===== config.mk =====
export PLATFORM = sky130hd
export DESIGN_NAME = iir_decim
export DESIGN_NICKNAME = d
export VERILOG_FILES = /design/src/rtl/iir_pkg.sv /design/src/rtl/iir_fifo.sv /design/src/rtl/iir_decim.sv
export SDC_FILE = /design/constraint.sdc
export NUM_CORES = 1
export LEC_CHECK = 0
export ABC_CLOCK_PERIOD_IN_PS = 3500
export BUFFER_PORTS_ARGS = -buffer_cell sky130_fd_sc_hd__buf_2
export CAP_MARGIN = 20
export CORE_AREA = 2 2 101 103
export DETAILED_ROUTE_END_ITERATION = 10
export DIE_AREA = 0 0 103 105
export GPL_TIMING_DRIVEN = 0
export HOLD_SLACK_MARGIN = 0.15
export PLACE_DENSITY = 0.72
export SKIP_LAST_GASP = 1
export SLEW_MARGIN = 40
export SYNTH_ARGS = -nofsm -noshare
export SYNTH_HDL_FRONTEND = slang
export SYNTH_SLANG_ARGS = --single-unit

===== constraint.sdc =====
create_clock -name clk -period 3.5 [get_ports clk]
set_input_delay 0.35 -clock clk [delete_from_list [all_inputs] [get_ports clk]]
set_output_delay 0.35 -clock clk [all_outputs]
set_load 0.02 [all_outputs]

===== src/rtl/iir_pkg.sv =====
// Shared defaults and width helper for the decimating IIR back end.
package iir_pkg;

    localparam int W_DEF     = 14;
    localparam int LOG2R_DEF = 2;
    localparam int DEPTH_DEF = 4;

    // Accumulator width: R samples of W+1 bits need LOG2R extra bits to never wrap.
    function automatic int acc_w(input int w, input int log2r);
        return w + 1 + log2r;
    endfunction

    localparam int ACC_W_DEF = W_DEF + 1 + LOG2R_DEF;

endpackage


===== src/rtl/iir_fifo.sv =====
// Synchronous first-word-fall-through FIFO with full/empty flags.
// The head entry is visible on dout whenever the FIFO is not empty; dout is 0 when empty.
module iir_fifo #(
    parameter int WIDTH = 15,
    parameter int DEPTH = 4
) (
    input  logic             clk,
    input  logic             reset_n,
    input  logic             push,
    input  logic [WIDTH-1:0] din,
    input  logic             pop,
    output logic [WIDTH-1:0] dout,
    output logic             full,
    output logic             empty
);

    localparam int PW = $clog2(DEPTH);

    // Pointers carry one extra wrap bit to tell full from empty.
    logic [PW:0]      wr_ptr_q, wr_ptr_d;
    logic [PW:0]      rd_ptr_q, rd_ptr_d;
    logic [WIDTH-1:0] mem_q [DEPTH];
    logic [WIDTH-1:0] mem_d [DEPTH];
    logic             do_pop;
    logic             do_push;

    assign empty   = (wr_ptr_q == rd_ptr_q);
    assign full    = (wr_ptr_q[PW] != rd_ptr_q[PW]) && (wr_ptr_q[PW-1:0] == rd_ptr_q[PW-1:0]);
    // A pop on empty is ignored; a push on full is only taken if a pop frees the slot.
    assign do_pop  = pop && !empty;
    assign do_push = push && (!full || do_pop);
    assign dout    = empty ? '0 : mem_q[rd_ptr_q[PW-1:0]];

    // Next pointer and storage values from the qualified push/pop.
    always_comb begin
        wr_ptr_d = wr_ptr_q;
        rd_ptr_d = rd_ptr_q;
        mem_d    = mem_q;
        if (do_push) begin
            mem_d[wr_ptr_q[PW-1:0]] = din;
            wr_ptr_d                = wr_ptr_q + (PW+1)'(1);
        end
        if (do_pop) begin
            rd_ptr_d = rd_ptr_q + (PW+1)'(1);
        end
    end

    // Pointer registers with synchronous active-low reset.
    always_ff @(posedge clk) begin
        if (!reset_n) begin
            wr_ptr_q <= '0;
            rd_ptr_q <= '0;
        end else begin
            wr_ptr_q <= wr_ptr_d;
            rd_ptr_q <= rd_ptr_d;
        end
    end

    // Storage needs no reset: empty pointers mask stale contents.
    always_ff @(posedge clk) begin
        mem_q <= mem_d;
    end

endmodule


===== src/rtl/iir_decim.sv =====
// Decimate-by-R (R = 2^LOG2R) block: sums R valid samples, scales by 1/R and
// queues the result in an FWFT output FIFO. Results arriving at a full FIFO
// with no pop are dropped and latch the sticky ovf_out flag.
// Optional build macro IIR_DECIM_ROUND_EN: round-half-up instead of truncation.
module iir_decim
    import iir_pkg::*;
#(
    parameter int W     = W_DEF,
    parameter int LOG2R = LOG2R_DEF,
    parameter int DEPTH = DEPTH_DEF
) (
    input  logic         clk,
    input  logic         reset_n,
    input  logic [W:0]   x_in,
    input  logic         en_in,
    output logic [W:0]   y_out,
    output logic         valid_out,
    input  logic         ready_in,
    output logic         ovf_out
);

    localparam int AW = acc_w(W, LOG2R);

`ifdef IIR_DECIM_ROUND_EN
    localparam logic signed [AW-1:0] HALF = AW'(1) << (LOG2R - 1);
`endif

    logic signed [AW-1:0] acc_q, acc_d;
    logic signed [AW-1:0] x_ext;
    logic signed [AW-1:0] sum;
    logic [LOG2R-1:0]     cnt_q, cnt_d;
    logic                 ovf_q, ovf_d;
    logic                 dump;
    logic                 drop;
    logic [W:0]           result;
    logic                 fifo_full;
    logic                 fifo_empty;

    // Divide the group sum by R; the sum of R samples divided by R always fits W+1 bits.
    function automatic logic [W:0] scale(input logic signed [AW-1:0] s);
        logic signed [AW-1:0] t;
`ifdef IIR_DECIM_ROUND_EN
        t = s + HALF;
`else
        t = s;
`endif
        return (W+1)'(t >>> LOG2R);
    endfunction

    assign x_ext  = {{LOG2R{x_in[W]}}, x_in};
    assign sum    = acc_q + x_ext;
    assign dump   = en_in && (&cnt_q);
    assign result = scale(sum);
    // Full implies non-empty, so ready_in alone decides whether a slot frees up.
    assign drop   = dump && fifo_full && !ready_in;

    // Accumulate on every valid sample; the last sample of a group restarts the sum.
    always_comb begin
        acc_d = acc_q;
        cnt_d = cnt_q;
        ovf_d = ovf_q | drop;
        if (en_in) begin
            cnt_d = cnt_q + LOG2R'(1);
            acc_d = dump ? '0 : sum;
        end
    end

    // State registers; reset wins over en_in and ready_in.
    always_ff @(posedge clk) begin
        if (!reset_n) begin
            acc_q <= '0;
            cnt_q <= '0;
            ovf_q <= 1'b0;
        end else begin
            acc_q <= acc_d;
            cnt_q <= cnt_d;
            ovf_q <= ovf_d;
        end
    end

    iir_fifo #(
        .WIDTH (W + 1),
        .DEPTH (DEPTH)
    ) u_fifo (
        .clk     (clk),
        .reset_n (reset_n),
        .push    (dump),
        .din     (result),
        .pop     (ready_in),
        .dout    (y_out),
        .full    (fifo_full),
        .empty   (fifo_empty)
    );

    assign valid_out = !fifo_empty;
    assign ovf_out   = ovf_q;

endmodule


# After elaboration in Yosys (flattened, before gate mapping)
# Index checks and enable logic that the tools add are counted.
# Widths: inputs -> output; s select.
totals:
  elab_cells: 42
  register_bits: 86
  inputBits: 19
op_classes:
  n_reduce_logical: 12
  n_mux: 8
  n_addsub: 4
  eq_ne: 3
  n_bitwise: 3
  n_lt_le_gt_ge: 3
op_table:
  columns: ["cell", "count"]
  rows:
  - ["$bwmux 60", 1]
  - ["$mux 15", 4]
  - ["$bmux 15 s2", 1]
  - ["$demux 15 s2", 1]
  - ["$add 17x15->17", 1]
  - ["$mux 17", 1]
  - ["$logic_and 1x1->1", 7]
  - ["$add 3x1->3 const B", 2]
  - ["$ge 3x3->1 const B", 2]
  - ["$not 2->3", 2]
  - ["$eq 3x3->1", 1]
  - ["$logic_not 1->1", 3]
  - ["$lt 3x1->1 const B", 1]
  - ["$add 2x1->2 const B", 1]
  - ["$eq 2x2->1", 1]
  - ["$reduce_and 2->1", 1]
  - ["$logic_or 1x1->1", 1]
  - ["$ne 1x1->1", 1]
  - ["$or 1x1->1", 1]

# Depth between registers and ports, before layout
# Gate-level depths: netlist of run 1.
logic_depth:
  word_depth: 6
  depth_mapped: 9
  ltp_nobuf: 9

# Modules after synthesis
# From an unflattened synthesis of run 1, not the netlist that was laid out.
unflattened:
  cells_unflattened: 334
  hier_area_um2: 4282.9
by_module_without_submodules:
  columns: ["module", "area_each_um2", "n_inst", "cells_each", "seq_area_each_um2"]
  rows:
  - ["iir_fifo", 2705.1, 1, 145, 1921.8]
  - ["iir_decim", 1577.8, 1, 189, 400.4]

# Least setup slack after synthesis of run 1
# OpenSTA, ideal clock, no wires.
synth_timing:
  kind: "input port to flip-flop"
  startpoint: "input port x_in[0]"
  endpoint: "register u_fifo.mem_q[23] in the netlist's numbering (data pin)"
  path_buffers: 0
  setup_time_ns: 0.263
  setup_slack_ns: 1.261
  stages: 9
  arrival_ns: 1.976
  cell_sequence: "ha_1 > inv_1 > fa_1 > nand2b_1 > a21o_1 > a311oi_1 > o21a_1 > o21ai_0 > and2_1"
synth_between:
  elab_chain_len: 2
synth_rtl:
  columns: ["element", "line", "rtl"]
  rows:
  - ["start, declared", "iir_decim.sv:14", "input logic [W:0] x_in,"]
  - ["$add 17x15->17", "iir_decim.sv:51", "assign sum = acc_q + x_ext;"]
  - ["net sum[10]", "iir_decim.sv:30", "logic signed [AW-1:0] sum;"]
  - ["$bwmux 60", "iir_fifo.sv:40", "mem_d[wr_ptr_q[PW-1:0]] = din;"]
  - ["end signal, assigned", "iir_fifo.sv:61", "mem_q <= mem_d;"]
  - ["end, declared", "iir_fifo.sv:22", "logic [WIDTH-1:0] mem_q [DEPTH];"]
# The timed path passes the listed nets, and every way through them passes these cells.
# A chain may end at the register's enable or synchronous reset.

# Worst setup path after layout of run 1
layout_timing:
  startpoint: "register u_fifo.rd_ptr_q[0]"
  endpoint: "output port y_out[9]"
layout_between:
  elab_chain_len: 5
  elab_cells_between_ends: 6
layout_rtl:
  columns: ["element", "line", "rtl"]
  rows:
  - ["start, declared", "iir_fifo.sv:21", "logic [PW:0] rd_ptr_q, rd_ptr_d;"]
  - ["start signal, assigned", "iir_fifo.sv:55", "rd_ptr_q <= rd_ptr_d;"]
  - ["$not 2->3 (not written as such)", "iir_fifo.sv:32", "assign dout = empty ? '0 : mem_q[rd_ptr_q[PW-1:0]];"]
  - ["$bmux 15 s2", "iir_fifo.sv:32", null]
  - ["$mux 15 (not written as such) (2 in series)", "iir_fifo.sv:32", null]
  - ["$mux 15 (*)", "iir_fifo.sv:32", null]
  - ["end, declared", "iir_decim.sv:16", "output logic [W:0] y_out,"]
# Mark *: on every way between the ends. The rest lies on a longest branch, timed or not. The select of a mux whose other input is x is not followed.

==> results.json, run 1 <==
{
  "syn2layout_area_growth_pct": 12.68,
  "wl_um": 7730,
  "slew_violations": 0,
  "firstDrtPassIters": 4,
  "ctsHoldBuffers": 0,
  "synthDistinctLibCells": 51,
  "cp_slowest_cell": "nor3b_2",
  "slowest_delay_ps": 440,
  "async_flop_share_pct": 0,
  "wl_per_cell_um": 15.55,
  "timing.final.crit_share_pct": 74.49,
  "core_um2": 9639,
  "cp_common_cell": "buf_2",
  "ys_seq_elements": 86,
  "rsz0062_at_grt": "no",
  "fin_area_um2": 4703,
  "start_util_pct": 43.30,
  "dr_total_vias": 2556,
  "gr-usage-all-layers_pct": 15.46,
  "root_buffer": "clkbuf_8",
  "place_inst": 481,
  "antenna_found_initial": 0,
  "sw_frac_of_total_pct": 29.51,
  "status": "finished, final reports clean",
  "slew_headroom_pct": 47.10,
  "worst_pin_slew_ps": 793.4,
  "drv_cap": 0,
  "min_path_type": "primary input to flip-flop",
  "cts_tree": "done",
  "n_fill_cell": 888,
  "power.leakage_nw": 1.805,
  "ir_drop_v": 0.0001947,
  "h-tree-depth": 3,
  "syn_area_um2": 4174,
  "worstSetupPathType": "flip-flop to output port",
  "critPathBufInv": 3,
  "worstSetupStartpointType": "flip-flop",
  "max_freq_mhz": 383.5,
  "cp.required_ps": 3150,
  "pwr-share-seq_pct": 52.1,
  "die_w_um": 103,
  "final_layout_size_suffix_gt1_share_pct": 21.70,
  "syn_nets": 355,
  "rows": 36,
  "drt_iter0_markers": 125,
  "cts_setup_buffers": 0,
  "post-place-ws_ps": 877.6,
  "cp-end-kind": "output port",
  "synth_edf_count": 60,
  "gr-total-overflow": 0,
  "die_y_um": 105,
  "power_density_nw_per_um2": 493.7,
  "gp_congestion": 0.8946,
  "synth_flop_cell": "edfxtp_1",
  "clockPowerShare_pct": 28.4,
  "pwr-share-comb_pct": 19.5,
  "crit_chain": "buf_2 -> xor2_1 -> nor3b_2 -> clkbuf_1 -> nor2b_1 -> buf_2",
  "syn_inst": 313,
  "io_pins": 36,
  "worstPathMaxFanout": 10,
  "setup_tns_ps": 0,
  "io_buffers": 35,
  "final_nets": 401,
  "remaining_drc_errors": 0,
  "antenna_cells": 0,
  "avgViaCountPerCell": 5.143,
  "clock_latency_ps": 360,
  "internal_power_mw": 1.637,
  "p_switching_mw": 0.6853,
  "cts_buffers": 9,
  "post-dp-hpwl_um": 5549,
  "ctsResizeCount": 0,
  "fin_crit_ps": 2607,
  "grt_pass1_vias": 2520,
  "ys_seq_area_share_pct": 55.64,
  "yosysWarnings": 0,
  "setup_ws_ps": 892.8,
  "dpl-instance-area_um2": 4517,
  "path_delay_family": "buffers and inverters",
  "grt_max_degree": 18,
  "clockBufferDepth": 2,
  "worst_setup_hold_path_clk_slew_ps": 90,
  "syn_avg_cell_area_um2": 13.34,
  "finClkSkew_ps": 11.11,
  "hold_viol_final": 0,
  "ant_nets": 0,
  "fin_cells": 497,
  "numClockSinks": 86,
  "setup_viol": 0,
  "die_area_um2": 10820,
  "cp.arrival_ps": 2260,
  "grt_pass1_wl_um": 12640
}
==> path summary, 6_finish.rpt <==
path	startpoint	end	slack (ps)	cells past startpoint
worst min-delay path	reset_n	acc_q[2]	330	2
worst max-delay path	u_fifo.rd_ptr_q[0]	y_out[9]	890	6
worst max register to register	acc_q[0]	u_fifo.mem_q[8]	950	9
worst min register to register	acc_q[13]	acc_q[13]	460	2
==> worst register-to-register path: stages (launching register included) <==
cell	delay, ps
dfxtp_1	340
ha_1	190
inv_1	60
fa_1	400
nand2b_1	180
a21o_1	210
a311oi_1	390
o21a_1	170
o21ai_0	90
and2_1	230
==> power by group through the flow <==
stage | registers (mW) | clock network, mW | logic (mW)
after global routing | 1.22 | 0.727 | 0.502
after detailed placement | 1.23 | 0 | 0.448
after CTS | 1.21 | 0.678 | 0.449
after global placement | 1.23 | 0 | 0.429
final | 1.21 | 0.659 | 0.453
after floorplan | 1.23 | 0 | 0.336
==> kinds of logic (layout without fill, tap and decap cells) <==
family | Yosys count | count (layout) | share of synthesized area, %
adder cells (fa/ha/maj) | 23 | 23 | 7.074
AO/OA/AOI/OAI | 60 | 60 | 10.22
XOR/XNOR | 21 | 21 | 4.407
buffers and inverters | 19 | 70 | 2.068
AND/OR/NAND/NOR | 84 | 84 | 11.30
flip-flops | 86 | 86 | 55.64
multiplexers | 20 | 20 | 9.293
==> routing by layer <==
metal  part of all wire (%)  wire length, um  vias to the layer above  GRT usage (%)
met5                      0                0                        -              0
met4                    2.0              156                        0          6.767
met3                    3.5              270                       13          2.408
met2                     47             3652                       49          23.70
met1                     47             3650                     1222          21.61
li1                       -                -                     1272              -
==> synthesized netlist by cell type, types with 4 or more instances <==
master / n / area (um2)
a21oi_1: 18 / 90.09
edfxtp_1: 60 / 1802
a22o_1: 7 / 61.31
a21o_1: 8 / 60.06
mux2i_1: 5 / 50.05
and2_1: 11 / 68.82
xor2_1: 9 / 78.83
inv_1: 8 / 30.03
nor2_1: 10 / 37.54
xnor2_1: 12 / 105.1
nor2b_1: 32 / 200.2
ha_1: 22 / 275.3
nand3_1: 4 / 20.02
mux4_2: 15 / 337.8
nand2_1: 13 / 48.80
dfxtp_1: 26 / 520.5
==> stage by stage <==
step	utilization [%]	hold WS (ps)	power [mW]
floorplan	-	429.2	1.563
global placement	46.85	443.9	1.661
detailed placement	46.86	449.1	1.681
CTS	48.79	306.1	2.337
global route	48.79	298.5	2.445
finish	48.79	328.4	2.322
==> cell usage in the layout, fill, tap and decap left out, types with 3 or more instances in the layout <==
| cell type | count |
|---|---|
| buf_2 | 38 |
| o211ai_1 | 3 |
| clkbuf_8 | 9 |
| edfxtp_1 | 60 |
| a21oi_1 | 18 |
| mux2i_1 | 5 |
| inv_1 | 8 |
| ha_1 | 22 |
| o21ai_1 | 3 |
| a22o_1 | 7 |
| xnor2_1 | 12 |
| and2_1 | 10 |
| xor2_1 | 9 |
| nor2_1 | 10 |
| dfxtp_1 | 26 |
| nand2_1 | 13 |
| a21o_1 | 8 |
| nor2b_1 | 32 |
| clkbuf_1 | 3 |
| nand3_1 | 4 |
| clkinvlp_4 | 3 |
| mux4_2 | 15 |
| a311oi_1 | 3 |
==> state kept, by name, summed over array words and instances (netlist names) <==
register,cells
ovf_out,1
u_fifo.rd_ptr_q,3
acc_q,17
cnt_q,2
u_fifo.wr_ptr_q,3
u_fifo.mem_q,60
==> final cells by class <==
type	instances	area, um2	area share (%)
buffer	10	52.55	1.117
clock buffer	9	123.9	2.634
clock inverter	7	62.56	1.330
inverter	9	33.78	0.7183
multi-input combinational	208	1767	37.56
sequential	86	2322	49.37
tap	133	166.4	3.538
timing repair buffer	35	175.2	3.724
No activity file was read; power rests on OpenSTA's default activity.
==> run 2, diff against run 1 <==
Settings changed: ABC_CLOCK_PERIOD_IN_PS 3500 to 2700.
Clock period 3.5 ns to 2.7 ns, I/O delays scaled along.
==> results.json, run 2 (synthesis results as in run 1) <==
{
  "path_delay_family": "compound AO/OA/AOI/OAI gates",
  "ctsHoldBuffers": 0,
  "post-dp-hpwl_um": 5549,
  "power.total_mw": 3.006,
  "setup_viol": 0,
  "slew_violations": 0,
  "die_w_um": 103,
  "final_nets": 401,
  "wl_um": 7713,
  "firstDrtPassIters": 4,
  "drt_iter0_markers": 125,
  "wl_per_cell_um": 15.52,
  "syn2layout_area_growth_pct": 12.71,
  "gr-usage-all-layers_pct": 15.46,
  "io_buffers": 35,
  "rsz0062_at_grt": "no",
  "finClkSkew_ps": 10.58,
  "largest_reg_flops": 60,
  "gp_congestion": 0.8946,
  "clockBufferDepth": 2,
  "root_buffer": "clkbuf_8",
  "min_path_type": "primary input to flip-flop",
  "antenna_cells": 0,
  "fin_cells": 497,
  "grt_pass1_wl_um": 12640,
  "grt_max_degree": 18,
  "io_pins": 36,
  "status": "finished, final reports clean",
  "critPathBufInv": 1,
  "fin_area_um2": 4705,
  "rows": 36,
  "remaining_drc_errors": 0,
  "power_density_nw_per_um2": 638.9,
  "rrSetupSlack_ps": 160,
  "timing.final.crit_share_pct": 94.18,
  "crit_chain": "ha_1 -> inv_1 -> fa_1 -> nand2b_1 -> a21o_1 -> a311oi_1 -> o21a_1 -> o21ai_0 -> and2_1",
  "h-tree-depth": 3,
  "setup_ws_ps": 157.2,
  "cts_buffers": 9,
  "worstSetupStartpointType": "flip-flop",
  "slew_headroom_pct": 47.34,
  "fin_util_pct": 48.81,
  "drv_cap": 0,
  "final_cell_mix": "edfxtp_1, buf_2, nor2b_1, dfxtp_1, ha_1",
  "clock_latency_ps": 360,
  "worstPathMaxFanout": 4,
  "regMostFlops": "u_fifo.mem_q",
  "worstSetupPathType": "flip-flop to flip-flop",
  "grt_pass1_vias": 2520,
  "dr_total_vias": 2552,
  "worst_setup_hold_path_clk_slew_ps": 90,
  "setup_tns_ps": 0,
  "dpl-instance-area_um2": 4517,
  "antenna_found_initial": 0,
  "fin_crit_ps": 2543,
  "worst_pin_slew_ps": 789.9,
  "n_fill_cell": 887,
  "die_area_um2": 10820,
  "max_freq_mhz": 393.3,
  "ir_drop_v": 0.0002521,
  "cp-end-kind": "flip-flop",
  "final_common_cell": "edfxtp_1",
  "avgViaCountPerCell": 5.135,
  "post-place-ws_ps": 157.6,
  "final_layout_size_suffix_gt1_share_pct": 21.98,
  "reg_top3": "u_fifo.mem_q: 60 flops, acc_q: 17 flops",
  "ant_nets": 0,
  "cp_slowest_cell": "fa_1",
  "numClockSinks": 86,
  "core_um2": 9639,
  "hold_viol_final": 0,
  "cp.required_ps": 2790,
  "power.leakage_nw": 1.808,
  "whs_ps": 250.3,
  "slowest_delay_ps": 400,
  "die_y_um": 105,
  "start_util_pct": 43.30,
  "gr-total-overflow": 0,
  "cts_tree": "done",
  "place_inst": 481,
  "cp.arrival_ps": 2630
}
-- run 2: cell counts in the layout (fill, tap and decap cells not counted) --
Identical to the previous run, type by type.
-- run 2: final cells by class --
cell class              instances  area (um2)  area share (%)
clock buffers                   9       123.9           2.633
repair buffers                 35       175.2           3.723
well taps                     133       166.4           3.537
flip-flops and latches         86        2322           49.36
clock inverters                 7       62.56           1.330
plain buffers                  10       53.80           1.144
multi-input cells             208        1767           37.55
inverters                       9       33.78          0.7181
-- run 2: final timing paths --
check | start | cells after the start | endpoint
min | reset_n | 2 | acc_q[2]
max | acc_q[0] | 9 | u_fifo.mem_q[8]
max reg2reg | acc_q[0] | 9 | u_fifo.mem_q[8]
min reg2reg | acc_q[13] | 2 | acc_q[13]
-- run 2: per-layer routing --
metal | up-vias | track usage [%] | part of all wire [%]
li1 | 1272 | - | -
met1 | 1219 | 21.61 | 47
met2 | 49 | 23.70 | 47
met3 | 12 | 2.408 | 4.1
met4 | 0 | 6.767 | 1.9
met5 | - | 0 | 0
-- run 2: worst reg2reg max path: stages, from the launching register on --
cell      delay, ps
dfxtp_1         340
ha_1            190
inv_1            60
fa_1            400
nand2b_1        180
a21o_1          210
a311oi_1        390
o21a_1          180
o21ai_0          90
and2_1          220
-- run 2: timing repair --
item	CTS	global route
endpoints found under the setup margin	0	10
setup buffers	0	0
gates resized for setup	0	2
-- run 2: power breakdown --
part	internal, mW	switching (mW)	total (mW)
sequential	1.54	0.0243	1.57
combinational	0.225	0.361	0.586
clock	0.353	0.499	0.852
